## src/rtl/uart_fifo_controller.sv

```systemverilog
// Buffered 8N1 UART behind a single 32-bit CSR: independent TX/RX FIFOs,
// synchronised mid-bit RX sampling with false-start rejection, sticky error flags.
module uart_fifo_controller #(
    parameter int unsigned FREQ_DIV = 868,
    parameter int unsigned TX_DEPTH = 16,
    parameter int unsigned RX_DEPTH = 16
) (
    input  logic                      clk,
    input  logic                      rst,
    input  logic                      rxd,
    output logic                      txd,
    input  logic                      csr_we,
    input  logic [31:0]               csr_wdata,
    input  logic                      csr_re,
    output logic [31:0]               csr_rdata,
    output logic [$clog2(TX_DEPTH):0] tx_level,
    output logic [$clog2(RX_DEPTH):0] rx_level
);
    localparam int unsigned TX_AW = $clog2(TX_DEPTH);
    localparam int unsigned RX_AW = $clog2(RX_DEPTH);
    localparam int unsigned TX_LW = TX_AW + 1;
    localparam int unsigned RX_LW = RX_AW + 1;
    localparam int unsigned CNT_W = $clog2(FREQ_DIV + 1);

    localparam logic [CNT_W-1:0] BIT_LAST = CNT_W'(FREQ_DIV - 1);
    localparam logic [CNT_W-1:0] BIT_FULL = CNT_W'(FREQ_DIV);
    localparam logic [CNT_W-1:0] BIT_HALF = CNT_W'(FREQ_DIV / 2);

    typedef enum logic [1:0] {TX_IDLE, TX_START, TX_DATA, TX_STOP} tx_state_t;
    typedef enum logic [1:0] {RX_IDLE, RX_START, RX_DATA, RX_STOP} rx_state_t;

    // CSR decode
    logic ctrl_wr_c;
    logic data_wr_c;
    logic unused_wdata;

    assign ctrl_wr_c    = csr_we & csr_wdata[31];
    assign data_wr_c    = csr_we & ~csr_wdata[31];
    assign unused_wdata = ^csr_wdata[30:8];

    // ------------------------------------------------------------------
    // TX FIFO
    // ------------------------------------------------------------------
    logic [7:0]       tx_mem [TX_DEPTH];
    logic [TX_AW-1:0] tx_wptr;
    logic [TX_AW-1:0] tx_rptr;
    logic             tx_full_c;
    logic             tx_empty_c;
    logic             tx_push_c;
    logic             tx_pop_c;

    assign tx_full_c  = (tx_level == TX_LW'(TX_DEPTH));
    assign tx_empty_c = (tx_level == '0);
    assign tx_push_c  = data_wr_c & (~tx_full_c | tx_pop_c);

    always_ff @(posedge clk) begin
        if (rst) begin
            tx_wptr  <= '0;
            tx_rptr  <= '0;
            tx_level <= '0;
        end else begin
            if (tx_push_c) tx_wptr <= tx_wptr + TX_AW'(1);
            if (tx_pop_c)  tx_rptr <= tx_rptr + TX_AW'(1);
            case ({tx_push_c, tx_pop_c})
                2'b10:   tx_level <= tx_level + TX_LW'(1);
                2'b01:   tx_level <= tx_level - TX_LW'(1);
                default: tx_level <= tx_level;
            endcase
        end
    end

    always_ff @(posedge clk) begin
        if (tx_push_c) tx_mem[tx_wptr] <= csr_wdata[7:0];
    end

    // ------------------------------------------------------------------
    // TX FSM
    // ------------------------------------------------------------------
    tx_state_t        tx_state;
    tx_state_t        tx_state_d;
    logic [CNT_W-1:0] tx_cnt;
    logic [CNT_W-1:0] tx_cnt_d;
    logic [2:0]       tx_bit;
    logic [2:0]       tx_bit_d;
    logic [7:0]       tx_shift;
    logic [7:0]       tx_shift_d;
    logic             txd_d;
    logic             tx_start_c;
    logic             tx_last_c;

    assign tx_last_c = (tx_cnt == BIT_LAST);

    always_ff @(posedge clk) begin
        if (rst) begin
            tx_state <= TX_IDLE;
            tx_cnt   <= '0;
            tx_bit   <= '0;
            tx_shift <= '0;
            txd      <= 1'b1;
        end else begin
            tx_state <= tx_state_d;
            tx_cnt   <= tx_cnt_d;
            tx_bit   <= tx_bit_d;
            tx_shift <= tx_shift_d;
            txd      <= txd_d;
        end
    end

    // STOP completing with data waiting reloads directly, so frames are back-to-back
    always_comb begin
        tx_state_d = tx_state;
        tx_cnt_d   = tx_cnt;
        tx_bit_d   = tx_bit;
        tx_shift_d = tx_shift;
        txd_d      = txd;
        tx_start_c = 1'b0;
        tx_pop_c   = 1'b0;
        case (tx_state)
            TX_IDLE: begin
                txd_d = 1'b1;
                if (!tx_empty_c) tx_start_c = 1'b1;
            end
            TX_START: begin
                if (tx_last_c) begin
                    tx_state_d = TX_DATA;
                    tx_cnt_d   = '0;
                    tx_bit_d   = '0;
                    txd_d      = tx_shift[0];
                end else begin
                    tx_cnt_d = tx_cnt + CNT_W'(1);
                end
            end
            TX_DATA: begin
                if (tx_last_c) begin
                    tx_cnt_d = '0;
                    if (tx_bit == 3'd7) begin
                        tx_state_d = TX_STOP;
                        txd_d      = 1'b1;
                    end else begin
                        tx_bit_d   = tx_bit + 3'd1;
                        tx_shift_d = {1'b0, tx_shift[7:1]};
                        txd_d      = tx_shift[1];
                    end
                end else begin
                    tx_cnt_d = tx_cnt + CNT_W'(1);
                end
            end
            TX_STOP: begin
                if (tx_last_c) begin
                    tx_cnt_d = '0;
                    if (!tx_empty_c) begin
                        tx_start_c = 1'b1;
                    end else begin
                        tx_state_d = TX_IDLE;
                    end
                end else begin
                    tx_cnt_d = tx_cnt + CNT_W'(1);
                end
            end
            default: begin
                tx_state_d = TX_IDLE;
                txd_d      = 1'b1;
            end
        endcase
        if (tx_start_c) begin
            tx_pop_c   = 1'b1;
            tx_state_d = TX_START;
            tx_cnt_d   = '0;
            tx_bit_d   = '0;
            tx_shift_d = tx_mem[tx_rptr];
            txd_d      = 1'b0;
        end
    end

    // ------------------------------------------------------------------
    // RX synchroniser and FSM
    // ------------------------------------------------------------------
    logic [1:0]       rx_sync;
    logic             rxs;
    rx_state_t        rx_state;
    rx_state_t        rx_state_d;
    logic [CNT_W-1:0] rx_cnt;
    logic [CNT_W-1:0] rx_cnt_d;
    logic [2:0]       rx_bit;
    logic [2:0]       rx_bit_d;
    logic [7:0]       rx_shift;
    logic [7:0]       rx_shift_d;
    logic             rx_stop_c;
    logic             rx_tick_c;

    assign rxs       = rx_sync[1];
    assign rx_tick_c = (rx_cnt == CNT_W'(1));

    always_ff @(posedge clk) begin
        if (rst) begin
            rx_sync  <= 2'b11;
            rx_state <= RX_IDLE;
            rx_cnt   <= '0;
            rx_bit   <= '0;
            rx_shift <= '0;
        end else begin
            rx_sync  <= {rx_sync[0], rxd};
            rx_state <= rx_state_d;
            rx_cnt   <= rx_cnt_d;
            rx_bit   <= rx_bit_d;
            rx_shift <= rx_shift_d;
        end
    end

    // Counter counts down; a sample is taken on the edge where it reads 1
    always_comb begin
        rx_state_d = rx_state;
        rx_cnt_d   = rx_cnt;
        rx_bit_d   = rx_bit;
        rx_shift_d = rx_shift;
        rx_stop_c  = 1'b0;
        case (rx_state)
            RX_IDLE: begin
                if (!rxs) begin
                    rx_state_d = RX_START;
                    rx_cnt_d   = BIT_HALF;
                end
            end
            RX_START: begin
                if (rx_tick_c) begin
                    if (rxs) begin
                        rx_state_d = RX_IDLE;
                    end else begin
                        rx_state_d = RX_DATA;
                        rx_cnt_d   = BIT_FULL;
                        rx_bit_d   = '0;
                    end
                end else begin
                    rx_cnt_d = rx_cnt - CNT_W'(1);
                end
            end
            RX_DATA: begin
                if (rx_tick_c) begin
                    rx_shift_d = {rxs, rx_shift[7:1]};
                    rx_cnt_d   = BIT_FULL;
                    if (rx_bit == 3'd7) begin
                        rx_state_d = RX_STOP;
                    end else begin
                        rx_bit_d = rx_bit + 3'd1;
                    end
                end else begin
                    rx_cnt_d = rx_cnt - CNT_W'(1);
                end
            end
            RX_STOP: begin
                if (rx_tick_c) begin
                    rx_stop_c  = 1'b1;
                    rx_state_d = RX_IDLE;
                end else begin
                    rx_cnt_d = rx_cnt - CNT_W'(1);
                end
            end
            default: rx_state_d = RX_IDLE;
        endcase
    end

    // ------------------------------------------------------------------
    // RX FIFO and sticky flags; a control write beats any same-cycle event
    // ------------------------------------------------------------------
    logic [7:0]       rx_mem [RX_DEPTH];
    logic [RX_AW-1:0] rx_wptr;
    logic [RX_AW-1:0] rx_rptr;
    logic             rx_full_c;
    logic             rx_empty_c;
    logic             rx_push_c;
    logic             rx_pop_c;
    logic             ovr_set_c;
    logic             ferr_set_c;
    logic             overrun;
    logic             frame_err;
    logic [7:0]       rx_head_c;

    assign rx_full_c  = (rx_level == RX_LW'(RX_DEPTH));
    assign rx_empty_c = (rx_level == '0);
    assign rx_pop_c   = csr_re & ~rx_empty_c & ~ctrl_wr_c;
    assign rx_push_c  = rx_stop_c & rxs & (~rx_full_c | rx_pop_c) & ~ctrl_wr_c;
    assign ovr_set_c  = rx_stop_c & rxs & rx_full_c & ~rx_pop_c;
    assign ferr_set_c = rx_stop_c & ~rxs;

    always_ff @(posedge clk) begin
        if (rst || ctrl_wr_c) begin
            rx_wptr  <= '0;
            rx_rptr  <= '0;
            rx_level <= '0;
        end else begin
            if (rx_push_c) rx_wptr <= rx_wptr + RX_AW'(1);
            if (rx_pop_c)  rx_rptr <= rx_rptr + RX_AW'(1);
            case ({rx_push_c, rx_pop_c})
                2'b10:   rx_level <= rx_level + RX_LW'(1);
                2'b01:   rx_level <= rx_level - RX_LW'(1);
                default: rx_level <= rx_level;
            endcase
        end
    end

    always_ff @(posedge clk) begin
        if (rx_push_c) rx_mem[rx_wptr] <= rx_shift;
    end

    always_ff @(posedge clk) begin
        if (rst || ctrl_wr_c) begin
            overrun   <= 1'b0;
            frame_err <= 1'b0;
        end else begin
            if (ovr_set_c)  overrun   <= 1'b1;
            if (ferr_set_c) frame_err <= 1'b1;
        end
    end

    // Status/data word
    assign rx_head_c = rx_empty_c ? 8'h00 : rx_mem[rx_rptr];
    assign csr_rdata = {tx_full_c, ~rx_empty_c, overrun, frame_err,
                        (~tx_empty_c | (tx_state != TX_IDLE)),
                        11'b0, 8'(rx_level), rx_head_c};

endmodule

```

## config.mk

```make
export PLATFORM = sky130hd
export DESIGN_NAME = uart_fifo_controller
export DESIGN_NICKNAME = d
export VERILOG_FILES = /design/src/rtl/uart_fifo_controller.sv
export SDC_FILE = /design/constraint.sdc
export NUM_CORES = 1
export LEC_CHECK = 0
export CAP_MARGIN = 20
export CORE_MARGIN = 8
export CORE_UTILIZATION = 54
export CTS_BUF_LIST = sky130_fd_sc_hd__clkbuf_16
export CTS_CLUSTER_DIAMETER = 60
export DETAILED_ROUTE_END_ITERATION = 16
export GPL_ROUTABILITY_DRIVEN = 0
export HOLD_SLACK_MARGIN = 0.1
export PLACE_DENSITY_LB_ADDON = 0.08
export SLEW_MARGIN = 15
export SYNTH_ARGS = -nofsm -noshare
export SYNTH_HDL_FRONTEND = slang
export SYNTH_SLANG_ARGS = --single-unit
```

## constraint.sdc

```tcl
create_clock -name clk -period 3.15 [get_ports clk]
set_clock_uncertainty 0.2 [all_clocks]
set_input_delay 0.7875 -clock clk [delete_from_list [all_inputs] [get_ports clk]]
set_output_delay 0.7875 -clock clk [all_outputs]
set_load 0.03 [all_outputs]
```

==> results.ini <==
[floorplan]
dieArea_um2=32300
chipHeight_um=180
fp.dieW_um=180
rows=60
ioPinCount=80
coreArea_um2=26700
floorplan.initialDensity=0.544

[sta]
rsz0062_at_grt=yes
max_freq_mhz=293
period_share=1.08
hold_ws_ns=0.239
worst_pin_slew_ns=0.729
maxSlewHeadroom=0.513
setup_viol=8
fin_crit_ns=3.42
setup_slack_ns=-0.266
hold_viol_final=0
drv_slew=0

[run_status]
run_status=finished, violations left
failed_checks=setup timing

[setup_path]
cp.required_ns=2.16
critPathMaxFanout=7
critical_path_class=reg2out
rrSetupSlack_ns=0.16
worstPathArrival_ns=2.43
startpoint_type=register
cp-end-kind=output port

[finish]
n_antenna_cell=0
fin_nets=1131
area_growth_pct=17.2
finalNonFillerCells=1429
utilization=0.637
fill_cells=1945
drive_gt1_frac=0.241

[global_routing]
track_usage=0.177
antenna_found_initial=0
grt_max_degree=33
first_global_vias=8141
grt_pass1_wl_mm=45.9
gr-total-overflow=0

[synth]
ys_ff_latch=341
yosysMostFrequentCell=edfxtp_1
yosysSeqAreaShare=0.648
async_flop_share=0
netlist.top_cell.by_area=edfxtp_1
synth_ff_type=edfxtp_1
synth_common_cells=edfxtp_1, nor2_1, dfxtp_1, mux4_2, nand2_1
synth-edff-count=256
ys_types=71
syn_inst=951
synth_warnings=0
syn_area_per_cell_um2=15.2
synthTopCellsByArea=edfxtp_1, mux4_2, dfxtp_1, ha_1, nor2_1
synth_top_area_frac=0.530
synth_area_um2=14500

[place]
post-place-ws_ns=-0.584
portBuffers=42
dp_hpwl_mm=18.7
place_inst=1358

[run]
cap_viol_max_count=0

[detailed_routing]
ant_nets=0
wire_per_inst_um=20.0
drtIter0Drc=499
wirelength_mm=28.5
vias_per_cell=5.64
dr.pass1.iters=5
vias=8063
drcViolationCount=0

[clock_network]
cts.path.max_buffers=3
numCtsBuffers=37
cts_hold_buf=0
cts.reportedPaths.clkPinSlew_ns=0.06
clk_latency_ns=0.52
cts_root_buffer=clkbuf_16
cts.sinks=341
htree_levels=2
cts_tree=done

[power_and_ir_drop]
power.density_nw_per_um2=667
finalPower_mw=11.3
p_leak_nw=5.88
irDropWorstVdd_mv=0.527

[worst_hold_path]
hold_path.class=reg2reg

==> worst max-delay path: stages, from the launching register on <==
cell	delay, ns
dfxtp_4	0.43
buf_12	0.16
mux4_2	0.52
mux4_2	0.50
and2_4	0.17
buf_6	0.13
==> registers in the layout, indices dropped and copies added (netlist names), 2 cells and up, named ones only <==
name,flops
tx_state,2
tx_rptr,4
tx_wptr,4
rx_sync,2
tx_shift,8
rx_bit,3
rx_level,5
tx_cnt,10
tx_mem,128
rx_wptr,4
rx_cnt,10
rx_rptr,4
rx_shift,8
tx_bit,3
tx_level,5
rx_mem,128
==> report_power, final <==
| group | leakage [nW] | total [mW] | internal, mW | switching, mW |
|---|---|---|---|---|
| sequential | 3.03 | 5.08 | 4.94 | 0.138 |
| clock | 0.606 | 4.10 | 2.40 | 1.71 |
| combinational | 2.24 | 2.14 | 0.959 | 1.18 |
| total | 5.88 | 11.3 | 8.30 | 3.03 |
==> kinds of logic (layout without fill, tap and decap cells) <==
group | count (synthesis) | after routing | synth area share
buffers and inverters | 88 | 212 | 0.0302
XOR/XNOR | 22 | 22 | 0.0133
adder cells (fa/ha/maj) | 35 | 35 | 0.0307
multiplexers | 99 | 99 | 0.138
AND/OR/NAND/NOR | 254 | 254 | 0.0893
flip-flops | 341 | 341 | 0.648
other | 1 | 14 | 0.000259
AO/OA/AOI/OAI | 111 | 111 | 0.0510
==> timing repair <==
action / 4_1_cts / 5_1_grt
pin swaps: 1 / 1
cloned: 2 / 0
gates resized for setup: 65 / 22
setup endpoints to repair: 13 / 13
buffers inserted: 3 / 0
==> worst paths after layout <==
path                            startpoint      endpoint  cells after the start
worst min-delay path            rx_sync[0]    rx_sync[1]                      1
worst min register to register  rx_sync[0]    rx_sync[1]                      1
worst max register to register   tx_cnt[0]   tx_level[4]                     12
worst max-delay path              register  csr_rdata[1]                      5
==> per-stage QoR <==
step,TNS [ns],cell area [um^2]
6_report,-1.92,17000
5_1_grt,-2.59,17000
4_1_cts,-2.61,17000
3_5_place_dp,-3.11,15700
3_3_place_gp,-2.95,15700
2_1_floorplan,-0.000824,14600
==> routing by layer <==
metal | routed length, um | global-route usage | vias up
met5 | 0 | 0 | -
met4 | 445 | 0.0417 | 0
met3 | 1100 | 0.0317 | 40
li1 | - | - | 3849
met1 | 12700 | 0.233 | 4017
met2 | 14200 | 0.304 | 157
==> placed cells by master, fill, tap and decap left out, types with 7 or more instances in the layout <==
cell / Yosys / layout
buf_4: 23 / 73
dfxtp_1: 85 / 82
nor3_1: 14 / 14
clkbuf_16: 0 / 37
and2_4: 0 / 8
xor2_1: 13 / 13
conb_1: 1 / 14
a21oi_1: 37 / 37
buf_6: 1 / 8
nand2_1: 49 / 48
o21ai_0: 17 / 17
nand3_1: 21 / 21
inv_1: 20 / 29
clkinv_2: 0 / 8
mux4_2: 80 / 80
clkdlybuf4s50_1: 0 / 29
nand2b_1: 11 / 11
nor2b_1: 10 / 10
xnor2_1: 9 / 9
clkinv_1: 1 / 7
ha_1: 34 / 32
a211oi_1: 9 / 9
nor2_1: 87 / 86
mux2i_1: 17 / 17
edfxtp_1: 256 / 256
==> area by class of cell <==
type | instances | area (um^2) | area share
repair buffers | 122 | 1110 | 0.0655
clock inverters | 31 | 243 | 0.0143
inverters | 22 | 85.1 | 0.00501
well taps | 341 | 427 | 0.0251
multi-input cells | 535 | 4800 | 0.282
flip-flops and latches | 341 | 9400 | 0.553
clock buffers | 37 | 926 | 0.0545
Power figures use the tool's default switching activity.
